$ cat src/rtl/lz_share_arb.sv
// Shares one combinational 48-bit LZC between the FP adder (A) and scalar LZ path (B); 2-cycle latency, no backpressure.
// Optional LZ_SHARE_ZERO_FLAG_EN adds res_zero, an all-zero operand flag aligned with the result pulse.
module lz_share_arb #(
  parameter int STARVE_LIM = 4,
  parameter int W          = 48
) (
  input  logic         clk,
  input  logic         rst_n,
  input  logic         a_valid,
  input  logic [W-1:0] a_data,
  output logic         a_ready,
  input  logic         b_valid,
  input  logic [W-1:0] b_data,
  output logic         b_ready,
  output logic [W-1:0] lz_data,
  input  logic [6:0]   lz_cnt,
  output logic [6:0]   res_cnt,
  output logic         res_valid_a,
  output logic         res_valid_b,
  output logic         busy
`ifdef LZ_SHARE_ZERO_FLAG_EN
  ,
  output logic         res_zero
`endif
);

  localparam logic [3:0] LIM_C = 4'(STARVE_LIM);

  logic [3:0]   starve_q, starve_d;
  logic [W-1:0] lz_data_q, lz_data_d;
  logic         s1_valid_q, s1_valid_d;
  logic         s1_tag_q, s1_tag_d;
  logic [6:0]   res_cnt_q, res_cnt_d;
  logic         res_va_q, res_va_d;
  logic         res_vb_q, res_vb_d;
  logic         force_b, grant_a, grant_b;

  // Grants are masked by reset so neither requester sees an accept while held in reset.
  always_comb begin
    force_b = b_valid && (starve_q == LIM_C);
    grant_a = rst_n && a_valid && !force_b;
    grant_b = rst_n && b_valid && !grant_a;
  end

  always_comb begin
    starve_d   = starve_q;
    lz_data_d  = lz_data_q;
    s1_valid_d = grant_a || grant_b;
    s1_tag_d   = grant_b;
    res_cnt_d  = res_cnt_q;
    res_va_d   = s1_valid_q && !s1_tag_q;
    res_vb_d   = s1_valid_q && s1_tag_q;
    if (!b_valid || grant_b) begin
      starve_d = 4'd0;
    end else if (grant_a && (starve_q != LIM_C)) begin
      starve_d = starve_q + 4'd1;
    end
    if (grant_b) begin
      lz_data_d = b_data;
    end else if (grant_a) begin
      lz_data_d = a_data;
    end
    if (s1_valid_q) begin
      res_cnt_d = lz_cnt;
    end
  end

  always_ff @(posedge clk or negedge rst_n) begin
    if (!rst_n) begin
      starve_q   <= 4'd0;
      lz_data_q  <= '0;
      s1_valid_q <= 1'b0;
      s1_tag_q   <= 1'b0;
      res_cnt_q  <= 7'd0;
      res_va_q   <= 1'b0;
      res_vb_q   <= 1'b0;
    end else begin
      starve_q   <= starve_d;
      lz_data_q  <= lz_data_d;
      s1_valid_q <= s1_valid_d;
      s1_tag_q   <= s1_tag_d;
      res_cnt_q  <= res_cnt_d;
      res_va_q   <= res_va_d;
      res_vb_q   <= res_vb_d;
    end
  end

`ifdef LZ_SHARE_ZERO_FLAG_EN
  logic s1_zero_q, s1_zero_d;
  logic res_zero_q, res_zero_d;

  always_comb begin
    s1_zero_d  = grant_b ? (b_data == '0) : (a_data == '0);
    res_zero_d = s1_valid_q && s1_zero_q;
  end

  always_ff @(posedge clk or negedge rst_n) begin
    if (!rst_n) begin
      s1_zero_q  <= 1'b0;
      res_zero_q <= 1'b0;
    end else begin
      s1_zero_q  <= s1_zero_d;
      res_zero_q <= res_zero_d;
    end
  end

  assign res_zero = res_zero_q;
`endif

  assign a_ready     = grant_a;
  assign b_ready     = grant_b;
  assign lz_data     = lz_data_q;
  assign res_cnt     = res_cnt_q;
  assign res_valid_a = res_va_q;
  assign res_valid_b = res_vb_q;
  assign busy        = s1_valid_q || res_va_q || res_vb_q;

endmodule
$ cat config.mk
export PLATFORM = sky130hd
export DESIGN_NAME = lz_share_arb
export DESIGN_NICKNAME = d
export VERILOG_FILES = /design/src/rtl/lz_share_arb.sv
export SDC_FILE = /design/constraint.sdc
export NUM_CORES = 1
export LEC_CHECK = 0
export ABC_AREA = 1
export CORE_MARGIN = 4
export CORE_UTILIZATION = 25
export CTS_CLUSTER_DIAMETER = 120
export CTS_CLUSTER_SIZE = 25
export DETAILED_ROUTE_END_ITERATION = 6
export GPL_ROUTABILITY_DRIVEN = 0
export GPL_TIMING_DRIVEN = 0
export HOLD_SLACK_MARGIN = 0.02
export PLACE_DENSITY = 0.55
export SYNTH_ARGS = -nofsm -noshare
export SYNTH_HDL_FRONTEND = slang
export SYNTH_SLANG_ARGS = --single-unit
$ cat constraint.sdc
create_clock -name clk -period 1.73 [get_ports clk]
set_input_delay 0.173 -clock clk [delete_from_list [all_inputs] [get_ports clk]]
set_output_delay 0.173 -clock clk [all_outputs]
set_load 0.03 [all_outputs]
After elaboration in Yosys (flattened, before gate mapping). Index checks and enable logic that the tools add are counted.

Register bits after elaboration: 63. Output and inout bits: 60. Logic and storage cells: 32. Input port bits: 107.

Eq/ne operators: 2. $add $sub $neg: 1. Reductions and logical operators: 18. Multiplexer cells: 4.

Operators with widths (count): 48-bit two-way mux (2); 1-bit logical AND (8); 4-bit two-way mux (2); 4-bit by 1-bit adder with 4-bit output (second input constant) (1); 4-bit by 3-bit equality test with 1-bit output (second input constant) (1); 1-bit zero test (4); 1-bit logical OR (4); 4-bit by 3-bit != test with 1-bit output (second input constant) (1); 2-bit nonzero test (2).

Depth between registers and ports, before layout.
Word-level depth: 8. Gate-level depth with buffers: 10. Depth with buffers taken out: 10.

Worst setup path before layout. No wires, ideal clock.

Path kind: reg2reg. Start point: register starve_q[0]. End point: register s1_tag_q. Data arrival time: 1.547 ns. Cell stages (with the launch flop): 10. Setup slack: 0.005 ns. Buffers on the path: 1. Clock period less this slack: 1.725 ns. Required time: 1.552 ns. Library setup time: 0.178 ns. Cell sequence: dfrtp_1 -> inv_1 -> ha_1 -> nand2_1 -> inv_1 -> nand2_1 -> nand2_2 -> inv_2 -> buf_2 -> nor2_1.

Cells in the longest elaborated chain, start to end: 6.

RTL lines: from (decl) (RTL line 29) `logic [3:0] starve_q, starve_d;`; from (signal assigned) (RTL line 78) `starve_q <= starve_d;`; 4-bit by 3-bit equality test with 1-bit output (RTL line 40) `force_b = b_valid && (starve_q == LIM_C);`; 1-bit logical AND (RTL line 40); 1-bit zero test (RTL line 41) `grant_a = rst_n && a_valid && !force_b;`; 1-bit logical AND (RTL line 41); via a_ready (RTL line 11) `output logic a_ready,`; 1-bit zero test (RTL line 42) `grant_b = rst_n && b_valid && !grant_a;`; 1-bit logical AND (RTL line 42); via b_ready (RTL line 14) `output logic b_ready,`; to (signal assigned) (RTL line 81) `s1_tag_q <= s1_tag_d;`; to (decl) (RTL line 32) `logic s1_tag_q, s1_tag_d;`.

The timed path passes the listed nets, and every way through them passes these cells. A chain may end at the register's enable or synchronous reset.

Worst setup path after layout.
Start point: register starve_q[1]. End point: output b_ready.

Cells in the longest elaborated chain, start to end: 6.

RTL lines (RTL line): 4-bit by 3-bit equality test with 1-bit output (40); 1-bit logical AND (40); 1-bit zero test (41); 1-bit logical AND (41); 1-bit zero test (42); 1-bit logical AND (42); to (decl) (14).

Every way passes these cells.

==> summary.json <==
{
  "syn2layout_area_growth_pct": 81.8,
  "clkSlewWorstSetupHoldPaths_ps": 60,
  "startpoint_of_the_lowest_slack_register_to_register_path": "starve_q[0]",
  "hpwl_reported_at_the_end_of_detailed_placement_mm": 7.21,
  "critical-path-max-stage-delay_ps": 390,
  "initialDrtViolationCount": 98,
  "layout_setup_ws_ps": 63.0,
  "drc": 0,
  "cp_data_required_time_ps": 1560,
  "die_w_um": 114,
  "max-clock-path-buffers": 2,
  "mapped_cell_area_um2": 2830,
  "final_util": 0.470,
  "totalNegativeSetupSlack_ps": 0,
  "multi_input_comb_area_um2": 1120,
  "yosys_warnings": 0,
  "worstPathCellList": "inv_2, ha_4, nand2_2, inv_2, nand2_2, nand2_4, inv_6, nor2_4, buf_6",
  "nFillCells": 1095,
  "avg_cell_area_syn_um2": 8.21,
  "routed_wl_mm": 10.2,
  "postSynthRegisterBits": 63,
  "synth_edf_count": 0,
  "synth.net_count": 453,
  "hold_path_class": "in -> async",
  "initial_core_util": 0.258,
  "grtUsageTotal": 0.156,
  "critical-path-slowest-cell": "dfrtp_1",
  "clockRootBuffer": "clkbuf_16",
  "drive_above_1_share": 0.125,
  "avgViaCountPerCell": 4.46,
  "critPathBufInv": 4,
  "first_pass_grt_wire_length_mm": 16.2,
  "insertion_delay_ps": 320,
  "worst_ep_arrival_time_ps": 1490,
  "crit_path_end_kind": "primary output",
  "worst_setup_start_kind": "flop",
  "crit_family": "flip-flops",
  "num-nets-final": 650,
  "avg_wl_per_cell_um": 14.9,
  "timing.reg2reg.setup_slack_ps": 130,
  "boundaryPins": 167,
  "via_count_of_the_first_global_routing_pass": 3261,
  "cts-htree-levels": 3,
  "fin_worst_skew_ps": 8.83,
  "floorplan.die_area_um2": 13100,
  "cts_made_buffers": 9,
  "maxCapViolations": 0,
  "post-synth-top-area-cell": "dfrtp_1",
  "synth.most_common_cell": "nand2_1",
  "area.sequential_um2": 1580,
  "worst_pin_slew_ps": 612,
  "setup_viol": 0,
  "synth_cell_type_count": 17,
  "cts_tree": "built",
  "antennaDiodeCount": 0,
  "num_rows": 38,
  "die-height_um": 114,
  "final-max-slew-violation-count": 0,
  "result_of_the_run": "finished, violations left",
  "critical_path_peak_fanout": 4,
  "p_per_area_nw_per_um2": 962,
  "asyncSetResetFlopFracSynth": 1.00,
  "synth.yosys.seq_area_share": 0.558,
  "finish.cell_count_without_fillers": 686,
  "fmaxAchievable_ghz": 0.600,
  "hold_viol": 63,
  "cts_sinks": 63,
  "timing.hold.ws_ps": -152,
  "period_minus_slack_ps": 1670,
  "yosysTopAreaCellShare": 0.558,
  "postSynthCellCount": 344,
  "drt_first_pass_iters": 4,
  "worstSetupPathType": "reg -> out",
  "grt.overflow.total": 0,
  "route.antenna.remaining_nets": 0,
  "synthTopCellsByCount": "131 x nand2_1, 98 x nand3_1, 63 x dfrtp_1, 13 x inv_1, 10 x buf_2",
  "r2r_cells": 12,
  "place.port_buffers": 166,
  "yosys-top-cells-area": "dfrtp_1 56%, nand2_1 17%, nand3_1 17%",
  "static_leak_uw": 0.00234,
  "min_period_over_period": 0.964,
  "antenna_violations_before_repair": 0,
  "crit-reg2reg-capture": "starve_q[3]",
  "core_region_area_um2": 10900,
  "slew-limit-headroom": 0.592,
  "grt_max_degree": 68,
  "placedCellCount": 650,
  "count_of_vias_placed_by_the_detailed_router": 3058,
  "ys.flop_type": "dfrtp_1",
  "place_worst_setup_slack_ps": -829,
  "ir_drop_mv": 0.582,
  "violations": "hold timing"
}
## per-stage QoR
| step | total power, uW | instance area (um^2) |
|---|---|---|
| 3_5_place_dp | 3200 | 4660 |
| 5_1_grt | 5190 | 5140 |
| 4_1_cts | 5000 | 5140 |
| 2_1_floorplan | 2450 | 2830 |
| 3_3_place_gp | 3190 | 4660 |
| 6_report | 4940 | 5140 |
## state kept, by name (all words and copies together), names as in the netlist
register	cells
res_valid_a	1
s1_valid_q	1
starve_q	4
lz_data	48
res_valid_b	1
s1_tag_q	1
res_cnt	7
## worst register-to-register path, stage by stage (launching register included)
cell	delay [ps]
dfrtp_1	360
inv_2	60
buf_4	130
buf_4	120
buf_4	120
buf_4	120
buf_4	120
buf_4	130
a21oi_4	120
nand2_1	70
nand2_1	60
nand2_1	50
nor2_1	80
## placed cells by master (no fill, tap or decap)
cell / count
nand3_1: 98
dfrtp_1: 62
clkbuf_1: 7
nor2_1: 4
clkbuf_2: 1
a21oi_1: 1
xor2_1: 1
nand2_1: 129
o21ai_2: 1
inv_2: 5
clkinv_2: 3
clkdlybuf4s50_1: 162
nand3b_1: 1
nand2_2: 2
a21oi_4: 1
nor2_4: 1
buf_2: 8
ha_4: 1
buf_6: 5
ha_1: 1
buf_4: 24
dfrtp_2: 1
inv_6: 1
clkinvlp_4: 3
o21ai_1: 1
inv_1: 10
clkbuf_16: 9
clkbuf_4: 1
nand2_4: 1
or3_1: 1
## report_power, final
part           switching, uW  leakage (uW)  internal [uW]
logic                    799       0.00145            770
registers                108      0.000773           1660
clock network            642      0.000124            960
total                   1550       0.00234           3390
## cell type report
type / count / area share
Buffer: 19 / 0.0209
Timing Repair Buffer: 188 / 0.355
Clock buffer: 10 / 0.0446
Inverter: 16 / 0.0127
Tap cell: 140 / 0.0341
Clock inverter: 6 / 0.00731
Sequential cell: 63 / 0.307
Multi-Input combinational cell: 244 / 0.218
## metal layers
layer / GRT usage / share of wire / vias up
met2: 0.244 / 0.45 / 127
met5: 0 / 0 / -
met1: 0.202 / 0.45 / 1412
met3: 0.0534 / 0.085 / 13
li1: - / - / 1506
met4: 0.0507 / 0.015 / 0
## logic make-up after synthesis
kind of cell               Yosys count  synth area share
and+or+nand+nor                    237             0.361
AOI/OAI and AO/OA                    4           0.00709
xor gates and xnor gates             1           0.00310
adders and majority gates            2           0.00886
DFF                                 63             0.558
buffers and inverters               37            0.0616
## worst max-delay path by stage
stage                            from  slack, ps  cells after the start        to
final                     starve_q[1]         60                      9   b_ready
after global routing      starve_q[1]        -20                      9   b_ready
after CTS                 starve_q[1]        -80                     10   b_ready
after detailed placement        rst_n       -830                      8   b_ready
after global placement          rst_n      -2980                      8   b_ready
after floorplan           starve_q[0]          5                      9  s1_tag_q
## repair_timing
item / in CTS / in global routing
endpoints found under the hold margin: 63 / 63
gates resized for setup: 29 / 9
setup endpoints to repair: 12 / 6
setup buffers: 24 / 1
pin swaps: 4 / 8
Power figures use the tool's default switching activity.
